[src/rtl/stream_demux_n.sv]
// N-channel Avalon-ST packet demultiplexer: steers each packet to the lowest-index
// channel whose enabled EtherType matches at SOP, drops unmatched packets, counts events.
module stream_demux_n #(
  parameter int DW     = 512,
  parameter int EW     = 6,
  parameter int NCH    = 3,
  parameter int ET_LSB = 400,
  parameter int CW     = 32
) (
  input  logic              clk,
  input  logic              rst,
  input  logic [DW-1:0]     in_data,
  input  logic              in_valid,
  input  logic              in_sop,
  input  logic              in_eop,
  input  logic [EW-1:0]     in_empty,
  output logic              in_ready,
  input  logic [NCH*16-1:0] cfg_eth_type,
  input  logic [NCH-1:0]    cfg_ch_en,
  output logic [DW-1:0]     out_data,
  output logic [NCH-1:0]    out_valid,
  output logic              out_sop,
  output logic              out_eop,
  output logic [EW-1:0]     out_empty,
  input  logic [NCH-1:0]    out_ready,
  output logic [NCH*CW-1:0] stat_pkt_cnt,
  output logic [CW-1:0]     stat_drop_cnt,
  output logic [CW-1:0]     stat_err_cnt
);

  localparam int SW = (NCH > 1) ? $clog2(NCH) : 1;

  typedef enum logic [1:0] {IDLE, FWD, DROP} state_e;

  state_e          state_q, state_d;
  logic [SW-1:0]   sel_q, sel_d;

  logic [DW-1:0]   out_data_q;
  logic [NCH-1:0]  out_valid_q;
  logic            out_sop_q, out_eop_q;
  logic [EW-1:0]   out_empty_q;

  logic [CW-1:0]   pkt_cnt_q [NCH];
  logic [CW-1:0]   drop_cnt_q, err_cnt_q;

  logic [15:0]     eth_type;
  logic            hit_any;
  logic [SW-1:0]   hit_idx;
  logic            slot_free, accept, fwd_go;
  logic            pkt_inc, drop_inc, err_inc;
  logic [SW-1:0]   fwd_ch;
  logic [NCH-1:0]  fwd_onehot;

  assign eth_type = in_data[ET_LSB +: 16];

  // Descending scan so the lowest matching index is the last writer and wins.
  // NOTE: every always_comb output gets a default first so no path can infer a latch.
  always_comb begin
    hit_any = 1'b0;
    hit_idx = '0;
    for (int i = NCH - 1; i >= 0; i--) begin
      if (cfg_ch_en[i] && (cfg_eth_type[16*i +: 16] == eth_type)) begin
        hit_any = 1'b1;
        hit_idx = SW'(i);
      end
    end
  end

  assign slot_free = ~(|out_valid_q) | (|(out_valid_q & out_ready));

  // in_ready never looks at in_valid; only matched SOPs and FWD beats need the slot.
  always_comb begin
    in_ready = 1'b1;
    unique case (state_q)
      IDLE:    if (in_sop && hit_any) in_ready = slot_free;
      FWD:     in_ready = slot_free;
      default: in_ready = 1'b1;
    endcase
  end

  assign accept   = in_valid & in_ready;
  assign pkt_inc  = accept & (state_q == IDLE) & in_sop & hit_any;
  assign drop_inc = in_valid & (state_q == IDLE) & in_sop & ~hit_any;
  assign err_inc  = in_valid & (state_q == IDLE) & ~in_sop;
  assign fwd_go   = pkt_inc | (accept & (state_q == FWD));
  assign fwd_ch   = (state_q == FWD) ? sel_q : hit_idx;

  always_comb begin
    fwd_onehot = '0;
    for (int i = 0; i < NCH; i++) fwd_onehot[i] = (fwd_ch == SW'(i));
  end

  always_comb begin
    state_d = state_q;
    sel_d   = sel_q;
    unique case (state_q)
      IDLE: begin
        if (pkt_inc && !in_eop) begin
          state_d = FWD;
          sel_d   = hit_idx;
        end else if (drop_inc && !in_eop) begin
          state_d = DROP;
        end
      end
      FWD:     if (accept && in_eop) state_d = IDLE;
      DROP:    if (in_valid && in_eop) state_d = IDLE;
      default: state_d = IDLE;
    endcase
  end

  // NOTE: sequential state uses non-blocking assignments so every register samples pre-edge values.
  always_ff @(posedge clk) begin
    if (rst) begin
      state_q     <= IDLE;
      sel_q       <= '0;
      out_valid_q <= '0;
      out_data_q  <= '0;
      out_sop_q   <= 1'b0;
      out_eop_q   <= 1'b0;
      out_empty_q <= '0;
      drop_cnt_q  <= '0;
      err_cnt_q   <= '0;
      for (int i = 0; i < NCH; i++) pkt_cnt_q[i] <= '0;
    end else begin
      state_q <= state_d;
      sel_q   <= sel_d;
      if (fwd_go) begin
        out_valid_q <= fwd_onehot;
        out_data_q  <= in_data;
        out_sop_q   <= in_sop;
        out_eop_q   <= in_eop;
        out_empty_q <= in_empty;
      end else if (slot_free) begin
        out_valid_q <= '0;
      end
      if (drop_inc) drop_cnt_q <= drop_cnt_q + CW'(1);
      if (err_inc)  err_cnt_q  <= err_cnt_q + CW'(1);
      for (int i = 0; i < NCH; i++) begin
        if (pkt_inc && (hit_idx == SW'(i))) pkt_cnt_q[i] <= pkt_cnt_q[i] + CW'(1);
      end
    end
  end

  assign out_data      = out_data_q;
  assign out_valid     = out_valid_q;
  assign out_sop       = out_sop_q;
  assign out_eop       = out_eop_q;
  assign out_empty     = out_empty_q;
  assign stat_drop_cnt = drop_cnt_q;
  assign stat_err_cnt  = err_cnt_q;

  always_comb begin
    stat_pkt_cnt = '0;
    for (int i = 0; i < NCH; i++) stat_pkt_cnt[i*CW +: CW] = pkt_cnt_q[i];
  end

endmodule

[config.mk]
export PLATFORM = sky130hd
export DESIGN_NAME = stream_demux_n
export DESIGN_NICKNAME = d
export VERILOG_FILES = /design/src/rtl/stream_demux_n.sv
export SDC_FILE = /design/constraint.sdc
export NUM_CORES = 1
export LEC_CHECK = 0
export CAP_MARGIN = 25
export CORE_AREA = 2 2 489 491
export CTS_CLUSTER_SIZE = 24
export DETAILED_ROUTE_END_ITERATION = 6
export DIE_AREA = 0 0 491 493
export GPL_TIMING_DRIVEN = 0
export HOLD_SLACK_MARGIN = 0.12
export PLACE_DENSITY = 0.37
export SLEW_MARGIN = 20
export SYNTH_ARGS = -nofsm -noshare
export SYNTH_HDL_FRONTEND = slang
export SYNTH_SLANG_ARGS = --single-unit
[constraint.sdc]
create_clock -name clk -period 14.5 [get_ports clk]
set_clock_uncertainty 0.05 [all_clocks]
set_input_delay 2.9 -clock clk [delete_from_list [all_inputs] [get_ports clk]]
set_output_delay 2.9 -clock clk [all_outputs]
set_load 0.05 [all_outputs]
==> summary.txt <==
I/O Buffers: 1,259
Root Buffer: clkbuf_16
Post-synth ARST share: 0
Final hold vios: 0
First-pass DRT Iterations: 5
Total grt overflow: 0
Post-CTS Hold Fix Bufs: 0
Clock latency on the worst-skew pair: 0.71 ns
Postcts setup bufs: 0
Pin count of the biggest net entering global routing: 23
Crit Path Max Fanout: 10
Vias per cell: 4.12
Full die area: 242,000 um2
First-pass GRT wire length: 281 mm
CTS tree: done
WP data required: 11.55 ns
Worst path depth: 11
Leakage: 0.0150 uW
Synth-to-Final Area Change: 66.2%
Final core utilization: 0.212
Endpoints failing setup: 0
Slew HR: 0.294
Dpl hpwl: 175 mm
Nets@finish: 5,315
Initial Utilization: 0.127
Status: complete, no violations
Fin crit period: 10.14 ns
Pwr Density: 93.4 nW/um2
Startpoint Class: input pin
Initial antenna violation count: 68
GPL Wtd Cong: 0.857
Clock Pin Slew Worst Setup and Hold Paths: 0.05 ns
Worst R2R Start: out_valid[0]
CORE AREA: 237,000 um2
Fmax: 98.6 MHz
Worst EP arrival: 7.19 ns
# H-tree levels: 3
Top-area cell type share of the netlist area: 0.392
Vias: 32,906
Worst R2R Path Depth: 11
FF-to-FF End: out_data[107]
Setup TNS: 0 ns
Starting DRT DRC Count: 1,926
Avg Inst Size Synth: 8.97 um2
Detailed Route WL: 211 mm
GRT Total Usage: 0.166
Max clock buf depth: 3
DR WL/cell: 26.4 um
Remaining antenna violation count: 0
Floorplan row count: 179
Reg-to-reg slack, setup: 10.10 ns
RSZ-0062 raised after global routing: no
# IOs: 1,261
Post-synthesis sequential area ratio: 0.488
Die X: 491 um
Multi-input logic area: 13,600 um2
Mapped Cells: 3,363
Post-Syn Nets: 3,945
Synth Register Bits: 687
CP Launch Point: in_data[414]
Distinct cell type count after synthesis: 57
Vias in the first global route: 32,373
Gate family responsible for the most delay along the worst path: buffers and inverters
PostCTS Resize Cnt: 0
Hold WC Path Type: reg -> reg
CTS sink cnt: 687
Die Y: 493 um
Crit path capture type: output port
Share of cells above drive strength 1: 0.0529
Final-layout fill cell count: 26,373
Number of max-cap violations: 0
Synth area leader: dfxtp_1
FF/Latch Area: 14,700 um2
Fin crit share: 0.699
Bufs and invs on worst path: 5
Main synth FF type: dfxtp_1
Crit Path Class: in -> out
Pins Over Slew Limit: 0
Critical path, cell by cell: clkdlybuf4s50_1, xor2_1, or4_1, or4_4, nor2_4, o31a_1, buf_4, buf_6, buf_6, o21ai_0, clkdlybuf4s50_1
Slowest cell delay on critical path: 0.79 ns
Slowest-stage cell, CP: clkdlybuf4s50_1
TritonCTS Buffers: 93
Number of flops mapped to enable cells by yosys: 96
Synth Warn #: 0
DRC violation count after routing: 0
Peak supply drop: 0.0791 mV
Top cells by area, synth: dfxtp_1, o211ai_1, edfxtp_1, a21oi_1, o21ai_0
Worst Tran Pin Value: 1.06 ns
Mapped cell area: 30,200 um2
End of the critical path: in_ready
## registers in the layout (all words and copies together), names as in the netlist
register and cells:
out_sop 1, out_valid 3, stat_drop_cnt 32, pkt_cnt_q 96
out_data 512, out_empty 6, stat_err_cnt 32, sel_q 2
state_q 2, out_eop 1
## per-layer routing
layer  GRT usage  part of all wire  vias up
met5           0            0.0011        -
met4      0.0572             0.037       34
met3      0.0744              0.10      266
met2       0.275              0.47     1340
met1       0.187              0.39    15961
li1            -                 -    15305
## power by group
| part | switching (uW) | internal [uW] |
|---|---|---|
| Sequential | 13.9 | 1940 |
| Combinational | 241 | 190 |
| Clock | 968 | 1330 |
| Total | 1220 | 3460 |
## layout make-up
class                      count  share of cell area
timing repair buffer        1275               0.257
inverter                      19             0.00142
antenna                       23             0.00115
tap                         3167              0.0790
clock buffer                 143              0.0545
clock inverter                22             0.00506
sequential                   687               0.293
buffer                       374              0.0373
multi-input combinational   2283               0.271
## placed cells by master (no fill, tap or decap), types with 9 or more instances in the layout
cell / n
clkdlybuf4s50_1: 1258
dfxtp_1: 591
a21oi_1: 555
o21ai_0: 540
o211ai_1: 522
clkbuf_1: 324
nor2_1: 158
xor2_1: 97
edfxtp_1: 96
clkbuf_16: 93
xnor2_1: 71
nand2_1: 70
nand3_1: 65
buf_6: 62
nand4_1: 40
or3_1: 27
diode_2: 23
clkbuf_8: 22
and3_1: 20
inv_1: 19
and4_1: 15
clkbuf_2: 13
nor3_1: 11
or4_1: 10
clkinv_2: 9
## kinds of logic (layout without fill, tap and decap cells)
kind of cell	Yosys count	count (layout)	share of synthesized area
buf+inv	393	1833	0.0639
flops	687	687	0.488
simple gates	459	459	0.0770
fa+ha+maj	5	5	0.00207
xor+xnor	168	168	0.0488
other cells	0	23	0
mux	4	4	0.00137
compound gates	1647	1647	0.319
## worst min-delay path by stage
stage,startpoint,endpoint,slack [ns],depth (start not counted)
6_report,out_data[503],out_data[503],0.42,2
5_1_grt,out_data[7],out_data[7],0.44,2
4_1_cts,out_empty[2],out_empty[2],0.42,2
3_5_place_dp,out_empty[2],out_empty[2],0.42,2
3_3_place_gp,out_data[78],out_data[78],0.41,2
2_1_floorplan,sel_q[0],sel_q[0],0.41,2
## synthesized netlist by cell type (all sizes together) (2+ instances only)
master	n
a21o	2
a21oi	555
a31o	2
and2	3
and3	20
and4	15
buf	66
clkbuf	308
dfxtp	591
edfxtp	96
ha	5
inv	19
mux2i	3
nand2	72
nand2b	5
nand3	65
nand4	40
nor2	159
nor2b	6
nor3	12
nor3b	3
nor4	10
o211ai	522
o21ai	548
o31a	2
o31ai	7
or2	2
or3	27
or4	11
or4b	4
xnor2	71
xor2	97
## worst min-delay path: cells and delay by family (launching register included)
| family | cells | cell delay, ns |
|---|---|---|
| compound gates | 2 | 0.12 |
| flops | 1 | 0.30 |
## per-stage QoR
step / hold WS [ns] / worst slack, ns / power [uW] / cell area, um2 / instances
after floorplan: 0.408 / 6.29 / 2130 / 30200 / 3363
after global placement: 0.408 / 3.49 / 2420 / 46700 / 7789
after detailed placement: 0.416 / 4.21 / 2430 / 47100 / 7804
after CTS: 0.423 / 4.19 / 4770 / 50100 / 7969
after global routing: 0.444 / 4.18 / 4860 / 50100 / 7982
final: 0.421 / 4.36 / 4680 / 50200 / 7993
No activity file was read; power rests on OpenSTA's default activity.
